--- src/rtl/div_pkg.sv ---
// Shared definitions for the divided-clock ratio monitor.
// Holds the FSM state encoding, default period/timeout values and a saturating helper.
// No logic or latency of its own.
package div_pkg;

  typedef enum logic [1:0] {
    ST_IDLE    = 2'd0,
    ST_ARM     = 2'd1,
    ST_MEASURE = 2'd2,
    ST_DONE    = 2'd3
  } state_t;

  localparam int unsigned WINDOW_PERIODS_DEF = 10;
  localparam int unsigned SHORT_PERIOD_DEF   = 8;
  localparam int unsigned LONG_PERIOD_DEF    = 9;
  localparam int unsigned TIMEOUT_DEF        = 32;

  // 8-bit increment that sticks at all-ones instead of wrapping.
  function automatic logic [7:0] sat_inc8(input logic [7:0] v);
    return (v == 8'hFF) ? v : v + 8'd1;
  endfunction

endpackage

--- src/rtl/sync_rise_det.sv ---
// Two-flop synchronizer plus edge-detect register producing a one-cycle rise pulse.
// Latency: a level sampled at edge k shows up as rise during the cycle after edge k+1.
// No backpressure: rise is a free-running pulse.
module sync_rise_det (
  input  logic clk_in,
  input  logic rst,
  input  logic d,
  output logic rise
);

  logic s1_q, s2_q, s3_q;
  logic s1_d, s2_d, s3_d;

  // Next values: shift the asynchronous input down the chain.
  always_comb begin
    s1_d = d;
    s2_d = s1_q;
    s3_d = s2_q;
  end

  // Synchronizer and edge-detect registers, cleared by synchronous reset.
  always_ff @(posedge clk_in) begin
    if (rst) begin
      s1_q <= 1'b0;
      s2_q <= 1'b0;
      s3_q <= 1'b0;
    end else begin
      s1_q <= s1_d;
      s2_q <= s2_d;
      s3_q <= s3_d;
    end
  end

  assign rise = s2_q & ~s3_q;

endmodule

--- src/rtl/div_ratio_monitor.sv ---
// Measures WINDOW_PERIODS periods of clk_div and classifies each as short, long or bad.
// Latency: results valid on the done pulse; rise events lag clk_div by the synchronizer.
// No backpressure: start is ignored while busy or in DONE; results hold until next start.
module div_ratio_monitor
  import div_pkg::*;
#(
  parameter int unsigned WINDOW_PERIODS = WINDOW_PERIODS_DEF,
  parameter int unsigned SHORT_PERIOD   = SHORT_PERIOD_DEF,
  parameter int unsigned LONG_PERIOD    = LONG_PERIOD_DEF,
  parameter int unsigned TIMEOUT        = TIMEOUT_DEF
) (
  input  logic        clk_in,
  input  logic        rst,
  input  logic        clk_div,
  input  logic        start,
  output logic        busy,
  output logic        done,
  output logic [7:0]  cnt_short,
  output logic [7:0]  cnt_long,
  output logic [15:0] total_cycles,
  output logic        err,
  output logic [7:0]  err_period
);

  localparam int unsigned TW = $clog2(TIMEOUT + 1);
  localparam logic [7:0]    SHORT_P8 = 8'(SHORT_PERIOD);
  localparam logic [7:0]    LONG_P8  = 8'(LONG_PERIOD);
  localparam logic [7:0]    WIN_LAST = 8'(WINDOW_PERIODS - 1);
  localparam logic [TW-1:0] TO_LAST  = TW'(TIMEOUT - 1);

  logic rise;

  sync_rise_det u_sync (
    .clk_in (clk_in),
    .rst    (rst),
    .d      (clk_div),
    .rise   (rise)
  );

  state_t        state_q, state_d;
  logic [7:0]    per_q, per_d;
  logic [TW-1:0] to_q, to_d;
  logic [7:0]    ncl_q, ncl_d;
  logic [7:0]    cs_q, cs_d;
  logic [7:0]    cl_q, cl_d;
  logic [15:0]   tot_q, tot_d;
  logic          err_q, err_d;
  logic [7:0]    ep_q, ep_d;
  logic [16:0]   sum;

  // Next-state and datapath: run control, period counting, classification, timeout.
  always_comb begin
    state_d = state_q;
    per_d   = per_q;
    to_d    = to_q;
    ncl_d   = ncl_q;
    cs_d    = cs_q;
    cl_d    = cl_q;
    tot_d   = tot_q;
    err_d   = err_q;
    ep_d    = ep_q;
    sum     = {1'b0, tot_q} + {9'd0, per_q};

    unique case (state_q)
      ST_IDLE: begin
        // A rise coinciding with start is deliberately dropped here.
        if (start) begin
          per_d   = 8'd0;
          to_d    = '0;
          ncl_d   = 8'd0;
          cs_d    = 8'd0;
          cl_d    = 8'd0;
          tot_d   = 16'd0;
          err_d   = 1'b0;
          ep_d    = 8'd0;
          state_d = ST_ARM;
        end
      end

      ST_ARM: begin
        // The arming edge only opens the first period.
        if (rise) begin
          per_d   = 8'd1;
          to_d    = '0;
          state_d = ST_MEASURE;
        end else if (to_q == TO_LAST) begin
          err_d   = 1'b1;
          ep_d    = 8'd0;
          state_d = ST_DONE;
        end else begin
          to_d = to_q + TW'(1);
        end
      end

      ST_MEASURE: begin
        // A rise closes a period and wins over a coincident timeout.
        if (rise) begin
          per_d = 8'd1;
          to_d  = '0;
          ncl_d = ncl_q + 8'd1;
          tot_d = sum[16] ? 16'hFFFF : sum[15:0];
          if (per_q == SHORT_P8) begin
            cs_d = sat_inc8(cs_q);
          end else if (per_q == LONG_P8) begin
            cl_d = sat_inc8(cl_q);
          end else if (!err_q) begin
            err_d = 1'b1;
            ep_d  = per_q;
          end
          if (ncl_q == WIN_LAST) begin
            state_d = ST_DONE;
          end
        end else begin
          per_d = sat_inc8(per_q);
          if (to_q == TO_LAST) begin
            err_d   = 1'b1;
            ep_d    = 8'd0;
            state_d = ST_DONE;
          end else begin
            to_d = to_q + TW'(1);
          end
        end
      end

      ST_DONE: begin
        state_d = ST_IDLE;
      end

      default: begin
        state_d = ST_IDLE;
      end
    endcase
  end

  // State and result registers; reset aborts any run without a done pulse.
  always_ff @(posedge clk_in) begin
    if (rst) begin
      state_q <= ST_IDLE;
      per_q   <= 8'd0;
      to_q    <= '0;
      ncl_q   <= 8'd0;
      cs_q    <= 8'd0;
      cl_q    <= 8'd0;
      tot_q   <= 16'd0;
      err_q   <= 1'b0;
      ep_q    <= 8'd0;
    end else begin
      state_q <= state_d;
      per_q   <= per_d;
      to_q    <= to_d;
      ncl_q   <= ncl_d;
      cs_q    <= cs_d;
      cl_q    <= cl_d;
      tot_q   <= tot_d;
      err_q   <= err_d;
      ep_q    <= ep_d;
    end
  end

  assign busy         = (state_q == ST_ARM) || (state_q == ST_MEASURE);
  assign done         = (state_q == ST_DONE);
  assign cnt_short    = cs_q;
  assign cnt_long     = cl_q;
  assign total_cycles = tot_q;
  assign err          = err_q;
  assign err_period   = ep_q;

endmodule

--- config.mk ---
export PLATFORM = sky130hd
export DESIGN_NAME = div_ratio_monitor
export DESIGN_NICKNAME = d
export VERILOG_FILES = /design/src/rtl/div_pkg.sv /design/src/rtl/sync_rise_det.sv /design/src/rtl/div_ratio_monitor.sv
export SDC_FILE = /design/constraint.sdc
export NUM_CORES = 1
export LEC_CHECK = 0
export ABC_AREA = 1
export BUFFER_PORTS_ARGS = -buffer_cell sky130_fd_sc_hd__buf_2
export CAP_MARGIN = 30
export CORE_UTILIZATION = 53
export CTS_CLUSTER_SIZE = 25
export DETAILED_ROUTE_END_ITERATION = 6
export GPL_ROUTABILITY_DRIVEN = 0
export GPL_TIMING_DRIVEN = 0
export PLACE_DENSITY = 0.75
export RECOVER_POWER = 50
export SLEW_MARGIN = 20
export SYNTH_ARGS = -nofsm -noshare
export SYNTH_HDL_FRONTEND = slang
export SYNTH_HIERARCHICAL = 1
export SYNTH_SLANG_ARGS = --single-unit
--- constraint.sdc ---
create_clock -name clk_in -period 1.7 [get_ports clk_in]
set_input_delay 0.17 -clock clk_in [delete_from_list [all_inputs] [get_ports clk_in]]
set_output_delay 0.17 -clock clk_in [all_outputs]
set_load 0.02 [all_outputs]
After elaboration in Yosys (flattened, before gate mapping):

Cells that the tools add are included.

* flip-flop bits (word level): 68
* logic and storage cells: 103
* output and inout port bits: 43

* multiplexer cells: 44
* add/sub/neg operators: 6
* bitwise logic cells: 2
* reductions and logical operators: 14
* equality and inequality tests: 25

Operator list (number)
* $mux 8: 18
* $mux 16: 3
* $pmux 8 s2: 3
* $pmux 8 s3: 2
* $add 8x1->8 const B: 4
* $pmux 16 s2: 1
* $eq 8x4->1 const B: 3
* $eq 8x8->1 const B: 3
* $mux 6: 3
* $ne 2x2->1 const B: 9
* $ne 3x3->1 const B: 6
* $add 16x8->17: 1
* $pmux 6 s2: 1
* $reduce_and 6->1: 2
* $mux 2: 5
* $reduce_and 5->1: 2
* $pmux 2 s4: 1
* $add 6x1->6 const B: 1
* $eq 6x5->1 const B: 1
* $mux 1: 6
* $reduce_and 3->1: 2
* $eq 2x2->1 const B: 2
* $reduce_and 4->1: 1
* $reduce_bool 2->1: 2
* 9 further kinds: 9

Logic depth before layout (Yosys ltp):

Gate-level depths: netlist of run 1.

* depth after elaboration: 6
* gate-level depth with buffers: 15

Hierarchy:

Netlist of run 1, hierarchy kept.

Modules (own cells, without submodules)
* div_ratio_monitor: cells an instance 620, times used 1, area each 4107.7 µm²
* sync_rise_det: cells an instance 10, times used 1, area each 86.3 µm²

Worst setup path after synthesis of run 1:

Ideal clock, no wire load.

* path type: reg2reg
* from: register tot_q[0] (netlist: total_cycles[0])
* to: register tot_q[11] (netlist: total_cycles[11])
* period minus slack after synthesis: 1.887 ns
* path slack: -0.187 ns
* required time: 1.568 ns
* setup time: 0.132 ns
* cell stages (with the launch flop): 12
* path buffers: 1
* arrival time: 1.755 ns
* cells stage by stage: dfxtp_1 ha_1 fa_1 nand3_1 nand3_2 nand2_1 nand2_2 nand4_4 buf_6 nand2_1 nand2_1 a21oi_1

* word-level cells in the longest chain between the ends: 4

Ends and longest elaborated chain
* from (decl): RTL line div_ratio_monitor.sv:46 `logic [15:0] tot_q, tot_d;`
* from (signal assigned): RTL line div_ratio_monitor.sv:154 `tot_q <= tot_d;`
* $add 16x8->17: RTL line div_ratio_monitor.sv:62 `sum = {1'b0, tot_q} + {9'd0, per_q};`
* $mux 16: RTL line div_ratio_monitor.sv:101 `tot_d = sum[16] ? 16'hFFFF : sum[15:0];`
* $mux 16: RTL line div_ratio_monitor.sv:97 `if (rise) begin`
* $pmux 16 s2: RTL line div_ratio_monitor.sv:64 `unique case (state_q)`

Every way passes these cells. The select of a mux whose other input is x is not followed.
A chain may end at the register's enable or synchronous reset.

Worst setup path in the final report of run 1:

* from: register per_q[0]
* to: register tot_q[5] (netlist: total_cycles[5])

* word-level cells in the longest chain between the ends: 4

Ends and longest elaborated chain
* from (decl): RTL line div_ratio_monitor.sv:41 `logic [7:0] per_q, per_d;`
* from (signal assigned): RTL line div_ratio_monitor.sv:149 `per_q <= per_d;`
* $add 16x8->17: RTL line div_ratio_monitor.sv:62
* $mux 16: RTL line div_ratio_monitor.sv:101
* $mux 16: RTL line div_ratio_monitor.sv:97
* $pmux 16 s2: RTL line div_ratio_monitor.sv:64

Every way passes these cells. The select of a mux whose other input is x is not followed.

==> results of run 1 <==
## power by group through the flow
stage / clock network, mW / logic [mW] / registers, mW
detailed placement: 0 / 0.330 / 1.67
global placement: 0 / 0.322 / 1.67
global route: 1.42 / 0.563 / 1.63
finish: 1.34 / 0.527 / 1.63
CTS: 1.35 / 0.369 / 1.63
floorplan: 0 / 0.246 / 1.67
## registers in the layout (all words and copies together) (netlist names)
register      count
err               1
err_period        8
cnt_short         8
u_sync/s1_q       1
per_q             8
state_q           2
total_cycles     16
ncl_q             8
u_sync/s2_q       1
cnt_long          8
to_q              6
u_sync/s3_q       1
## worst max path at each step
stage | from | to | slack (ps) | cells after the start
after floorplan | total_cycles[0] | total_cycles[9] | -30 | 11
after global placement | per_q[0] | total_cycles[0] | -240 | 11
after detailed placement | per_q[0] | total_cycles[0] | -270 | 11
after CTS | total_cycles[0] | total_cycles[0] | -130 | 11
after global routing | per_q[0] | total_cycles[5] | -240 | 11
final | per_q[0] | total_cycles[5] | -180 | 11
## timing repair
| action | 4_1_cts | 5_1_grt |
|---|---|---|
| setup endpoints to repair | 49 | 57 |
| gates resized for setup | 36 | 142 |
| hold endpoints to repair | 0 | 0 |
| pin swaps | 16 | 40 |
| gates cloned | 1 | 0 |
| buffers inserted | 10 | 24 |
## through the flow
| step | hold WS (ps) | utilization (%) | setup slack (ps) |
|---|---|---|---|
| finish | 12.2 | 73.7 | -184 |
| global route | 29.6 | 73.7 | -237 |
| CTS | 12.2 | 64.7 | -133 |
| detailed placement | 388 | 59.6 | -270 |
| global placement | 378 | 59.6 | -243 |
| floorplan | 241 | - | -29.7 |
## cells in the final DEF, fill, tap and decap left out, drive strengths merged
cell	netlist	routed
a211oi	2	2
a21oi	68	68
a31oi	1	1
and2	1	1
buf	7	56
clkbuf	6	49
clkinv	1	3
clkinvlp	0	4
dfxtp	68	68
fa	1	1
ha	21	21
inv	78	77
nand2	193	193
nand3	47	47
nand3b	1	1
nand4	12	12
nor2	60	60
nor3	13	13
nor3b	5	5
nor4	1	1
o21ai	26	26
o21bai	1	1
o22ai	1	1
o31ai	1	1
o32ai	1	1
or2	3	3
xnor2	4	4
xor2	7	7
## critical path: cells and delay by family (launching register included)
family | cells | cell delay [ps]
AOI/OAI and AO/OA | 1 | 60
and+or+nand+nor | 7 | 640
DFF | 1 | 360
adders and majority gates | 2 | 530
buffers and inverters | 1 | 150
## cells by family (layout without fill, tap and decap cells)
| group | Yosys count | in the layout |
|---|---|---|
| and+or+nand+nor | 336 | 336 |
| AOI/OAI and AO/OA | 101 | 101 |
| buffers and inverters | 92 | 189 |
| DFF | 68 | 68 |
| adders and majority gates | 22 | 22 |
| xor gates and xnor gates | 11 | 11 |
## layer usage
layer / routed length [um] / vias up / share of wire (%)
li1: - / 2235 / -
met1: 5110 / 2130 / 42
met2: 6140 / 154 / 50
met3: 561 / 42 / 4.6
met4: 453 / 0 / 3.7
met5: 0 / - / 0
## final cells by class
cell class | instances | share of cell area, %
clock buffer | 11 | 2.87
inverter | 79 | 5.99
timing repair buffer | 81 | 8.64
sequential | 68 | 24.7
multi-input combinational | 470 | 53.4
buffer | 13 | 1.59
tap | 102 | 2.25
clock inverter | 5 | 0.597
==> impl_metrics.json, run 1 <==
{
  "status": "complete, but fails checks",
  "violations": "negative setup slack",
  "syn-instance-count": 630,
  "path_cells": "ha_4 > fa_2 > nand3_2 > nand3_2 > nand2_2 > nand2_4 > nand4_4 > buf_6 > nand2_1 > nand2_1 > a21oi_1",
  "area_delta_synth_final_pct": 35.0,
  "crit_type": "register to register",
  "setup_tns_ps": -2600,
  "drt-pass1-iter-count": 5,
  "power_frac_comb_pct": 15.1,
  "worst_r2r_path_depth": 11,
  "r2r-start": "per_q[0]",
  "via_per_inst": 5.50,
  "synth_fa_ha_area_share_pct": 6.74,
  "power_density_mw_per_mm2": 618,
  "wire_per_inst_um": 14.8,
  "fillers": 591,
  "clk_latency_ps": 360,
  "die-area_mm2": 0.00827,
  "hold_buffers": 0,
  "ys_async_sr_fraction_pct": 0,
  "synth_top_family_by_area": "simple AND/OR/NAND/NOR gates",
  "finalWirelength_mm": 12.3,
  "stdcell_area_mm2": 0.00566,
  "nNetsFinal": 748,
  "reg2reg_slack_ps": -180,
  "synth.area.top_cells": "dfxtp_1 (32%), nand2_1 (16%), a21oi_1 (7.9%)",
  "die_x_um": 91.0,
  "io_buffers": 46,
  "holdPathEnd": "u_sync/s1_q",
  "synth.distinct_cells": 44,
  "finalWorstSetupSlack_ps": -184,
  "synthFlopType": "dfxtp_1",
  "layout-drive-gt1-share_pct": 30.7,
  "n_antenna_cell": 0,
  "cts_root_buffer": "clkbuf_8",
  "grtUsageMet1_pct": 32.6,
  "worst_pin_slew_ps": 768,
  "synth.area.mux_share_pct": 0,
  "placed_area_mm2": 0.00458,
  "cts_buffers": 9,
  "fmax_ghz": 0.531,
  "seq_area_mm2": 0.00140,
  "first_iter_violations": 296,
  "finalCritPeriodShare_pct": 111,
  "layout_min_cycle_time_ps": 1880,
  "r2r-end": "total_cycles[5]",
  "maxSlewViolCount": 0,
  "yosys.cell_count.top_type": "nand2_1",
  "dp_cells": 778,
  "cap_violations": 0,
  "worstPathRequired_ps": 1920,
  "grt_max_degree": 13,
  "grt_pass1_wl_mm": 17.8,
  "grtUsageMet3_pct": 5.03,
  "path_clk_slew_ps": 80,
  "hold_path.startpoint": "clk_div",
  "synth-simple-area-share_pct": 36.6,
  "cp_max_fo": 6,
  "pwr-share-clk_pct": 38.4,
  "grt_pass1_vias": 4029,
  "drtAntennaViolNets": 0,
  "hold_path_depth": 3,
  "overflow": 0,
  "via_count": 4561,
  "yosys.area.top_type": "dfxtp_1",
  "synth_edf_count": 0,
  "grt_setup_unrepaired": "true",
  "ys_seq_area_share_pct": 32.5,
  "remaining_drc_errors": 0,
  "clkSinkCount": 68,
  "start_util_pct": 54.6,
  "use_met2_pct": 44.0,
  "p_leak_nw": 2.23,
  "ir_drop_v": 0.000692,
  "swShare_pct": 30.1,
  "rows": 32,
  "p_switching_mw": 1.05,
  "fp.dieH_um": 91.0,
  "synth_top_cell_area_share_pct": 32.5,
  "yosysWarnings": 6,
  "syn_nets": 656,
  "finalHoldViolations": 0,
  "core_mm2": 0.00769,
  "syn_avg_cell_area_um2": 6.66,
  "cts_tree": "built",
  "hpwl_mm": 7.41,
  "cp-start-kind": "register",
  "relSlewSlack_pct": 48.8,
  "io_pins": 47,
  "grtUsageTotal_pct": 26.5,
  "antenna_found_initial": 0,
  "power.total_mw": 3.50,
  "p_seq_share_pct": 46.6,
  "clockBufferDepth": 2,
  "top_usage_layer": "met2",
  "htree_levels": 3,
  "hold_class": "input port to register",
  "cp-end-kind": "register",
  "multi_input_area_mm2": 0.00302,
  "synthTopCellsByCount": "nand2_1 (179), inv_1 (70), dfxtp_1 (68)",
  "cpPeakStageDelay_ps": 370,
  "synth_seq_cells": 68,
  "critical_path_arrival_ps": 2100,
  "finalNonFillerCells": 829,
  "synth_compound_area_share_pct": 13.0,
  "p_int_mw": 2.45,
  "skew_ps": 7.01,
  "finalSetupViolCount": 30,
  "netlist_area_mm2": 0.00419,
  "synth_xor_area_share_pct": 2.30,
  "worst_path_max_delay_cell": "fa_2"
}
No activity file was read; power rests on OpenSTA's default activity.
==> run 2, diff against run 1 <==
--- a/config.mk
+++ b/config.mk
@@ -9,10 +9,10 @@
 export BUFFER_PORTS_ARGS = -buffer_cell sky130_fd_sc_hd__buf_2
 export CAP_MARGIN = 30
 export CORE_UTILIZATION = 53
-export CTS_CLUSTER_SIZE = 25
 export DETAILED_ROUTE_END_ITERATION = 6
 export GPL_ROUTABILITY_DRIVEN = 0
 export GPL_TIMING_DRIVEN = 0
+export HOLD_SLACK_MARGIN = 0.02
 export PLACE_DENSITY = 0.75
 export RECOVER_POWER = 50
 export SLEW_MARGIN = 20
==> constraint.sdc (replaced) <==
create_clock -name clk_in -period 1.7 [get_ports clk_in]
set_input_delay 0.085 -clock clk_in [delete_from_list [all_inputs] [get_ports clk_in]]
set_output_delay 0.085 -clock clk_in [all_outputs]
set_load 0.02 [all_outputs]
==> run 2 against run 1 <==
The flow still finishes with violations (negative setup slack). Sequential share of layout area is 0.93 points higher. Power down 2.1%. Combinational power shrank 10%. Highest routed layer unchanged. Hold slack gained 270 ps. Clock-buffer cell count stayed put. Register-to-register slack about the same. Sequential power about the same. Critical path type unchanged. Routed wire length down 3.4%. First-iteration DRC count shrank 9.5%. Via count is 1.7% lower.
==> impl_metrics.json, run 2 (synthesis gave the netlist of run 1 again) <==
{
  "stdcell_area_mm2": 0.00546,
  "power.total_mw": 3.43,
  "rows": 32,
  "largest_reg_flops": 16,
  "multi_input_area_mm2": 0.00287,
  "path_clk_slew_ps": 80,
  "cp_max_fo": 6,
  "worst_pin_slew_ps": 721,
  "wire_per_inst_um": 14.3,
  "finalSetupViolCount": 20,
  "io_pins": 47,
  "antenna_found_initial": 0,
  "finalWirelength_mm": 11.9,
  "relSlewSlack_pct": 51.9,
  "via_count": 4484,
  "cts_tree": "built",
  "power_density_mw_per_mm2": 627,
  "crit_type": "register to register",
  "fillers": 625,
  "start_util_pct": 54.6,
  "layout-drive-gt1-share_pct": 26.4,
  "ir_drop_v": 0.000467,
  "maxSlewViolCount": 0,
  "cap_violations": 0,
  "via_per_inst": 5.41,
  "clockBufferDepth": 2,
  "grt_pass1_vias": 4034,
  "die-area_mm2": 0.00827,
  "htree_levels": 3,
  "die_x_um": 91.0,
  "drtAntennaViolNets": 0,
  "fp.dieH_um": 91.0,
  "finalCritPeriodShare_pct": 110,
  "nNetsFinal": 748,
  "r2r-start": "per_q[0]",
  "placed_area_mm2": 0.00458,
  "area_delta_synth_final_pct": 30.3,
  "cts_root_buffer": "clkbuf_8",
  "cp-end-kind": "register",
  "remaining_drc_errors": 0,
  "overflow": 0,
  "worstPathRequired_ps": 1920,
  "n_antenna_cell": 0,
  "grtUsageTotal_pct": 26.6,
  "final_cell_mix": "nand2_1 (164), inv_1 (62), a21oi_1 (59), dfxtp_1 (53), nor2_1 (46)",
  "grt_setup_unrepaired": "true",
  "hold_class": "input port to register",
  "first_iter_violations": 268,
  "seq_area_mm2": 0.00140,
  "grt_pass1_wl_mm": 17.8,
  "io_buffers": 46,
  "p_leak_nw": 2.16,
  "worstSetupStartpoint": "per_q[0]",
  "grt_max_degree": 13,
  "clk_latency_ps": 360,
  "violations": "negative setup slack",
  "layout_min_cycle_time_ps": 1870,
  "drt-pass1-iter-count": 5,
  "core_mm2": 0.00769,
  "skew_ps": 6.81,
  "finalHoldViolations": 0,
  "status": "complete, but fails checks",
  "cp-start-kind": "register",
  "finalWorstSetupSlack_ps": -172,
  "hold_path.startpoint": "start",
  "fmax_ghz": 0.534,
  "clkSinkCount": 68,
  "critical_path_arrival_ps": 2090,
  "hpwl_mm": 7.41,
  "cts_buffers": 9,
  "mostFrequentLayoutCell": "nand2_1"
}
[run 2: changes by cell type in the layout (fill, tap and decap cells not counted), sizes merged]
cell and delta:
inv +1, buf -10, clkinvlp -1, clkbuf +6, dlygate4sd3 +3, nand2 +1
[run 2: layout make-up]
type	instances	area share, %
Buffer	13	1.56
Clock buffer	11	2.98
Clock inverter	5	0.618
Inverter	79	5.91
Multi-Input combinational cell	471	52.5
Sequential cell	68	25.6
Tap cell	102	2.34
Timing Repair Buffer	80	8.52
[run 2: worst paths after layout]
check | to | slack (ps) | cells past startpoint
worst max-delay path | total_cycles[5] | -170 | 11
worst max register to register | total_cycles[5] | -170 | 11
worst min-delay path | cnt_long[4] | 290 | 5
worst min register to register | u_sync/s2_q | 410 | 2
[run 2: critical path, stage by stage (launching register included)]
cell	delay (ps)
dfxtp_4	360
ha_4	160
fa_2	370
nand3_2	70
nand3_2	90
nand2_2	100
nand2_4	90
nand4_4	130
buf_6	150
nand2_1	70
nand2_1	80
a21oi_1	60
[run 2: report_power, final]
| group | internal [mW] | switching (mW) |
|---|---|---|
| Sequential | 1.61 | 0.0215 |
| Combinational | 0.166 | 0.308 |
| Clock | 0.655 | 0.669 |
[run 2: timing repair]
action	4_1_cts	5_1_grt
setup buffers	10	20
gates resized for setup	36	93
pin swaps	16	26
hold endpoints to repair	3	0
cloned	1	1
hold buffers	3	0
setup endpoints to repair	49	59
[run 2: per-stage QoR]
step                setup TNS (ps)  hold slack (ps)  setup WS (ps)  instances  util, %
floorplan                     -244              156          -29.7        630        -
global placement             -5500              293           -243        778     59.6
detailed placement           -7040              303           -270        778     59.6
CTS                          -1660              237           -133        808     65.1
global route                 -4020              316           -229        829     71.1
finish                       -2120              286           -172        829     71.1
[run 2: routing by layer]
layer	global-route usage, %	vias up	routed length, um
met3	5.03	28	519
met4	14.0	0	336
li1	-	2223	-
met2	44.0	157	5820
met1	32.7	2076	5180
met5	0	-	0
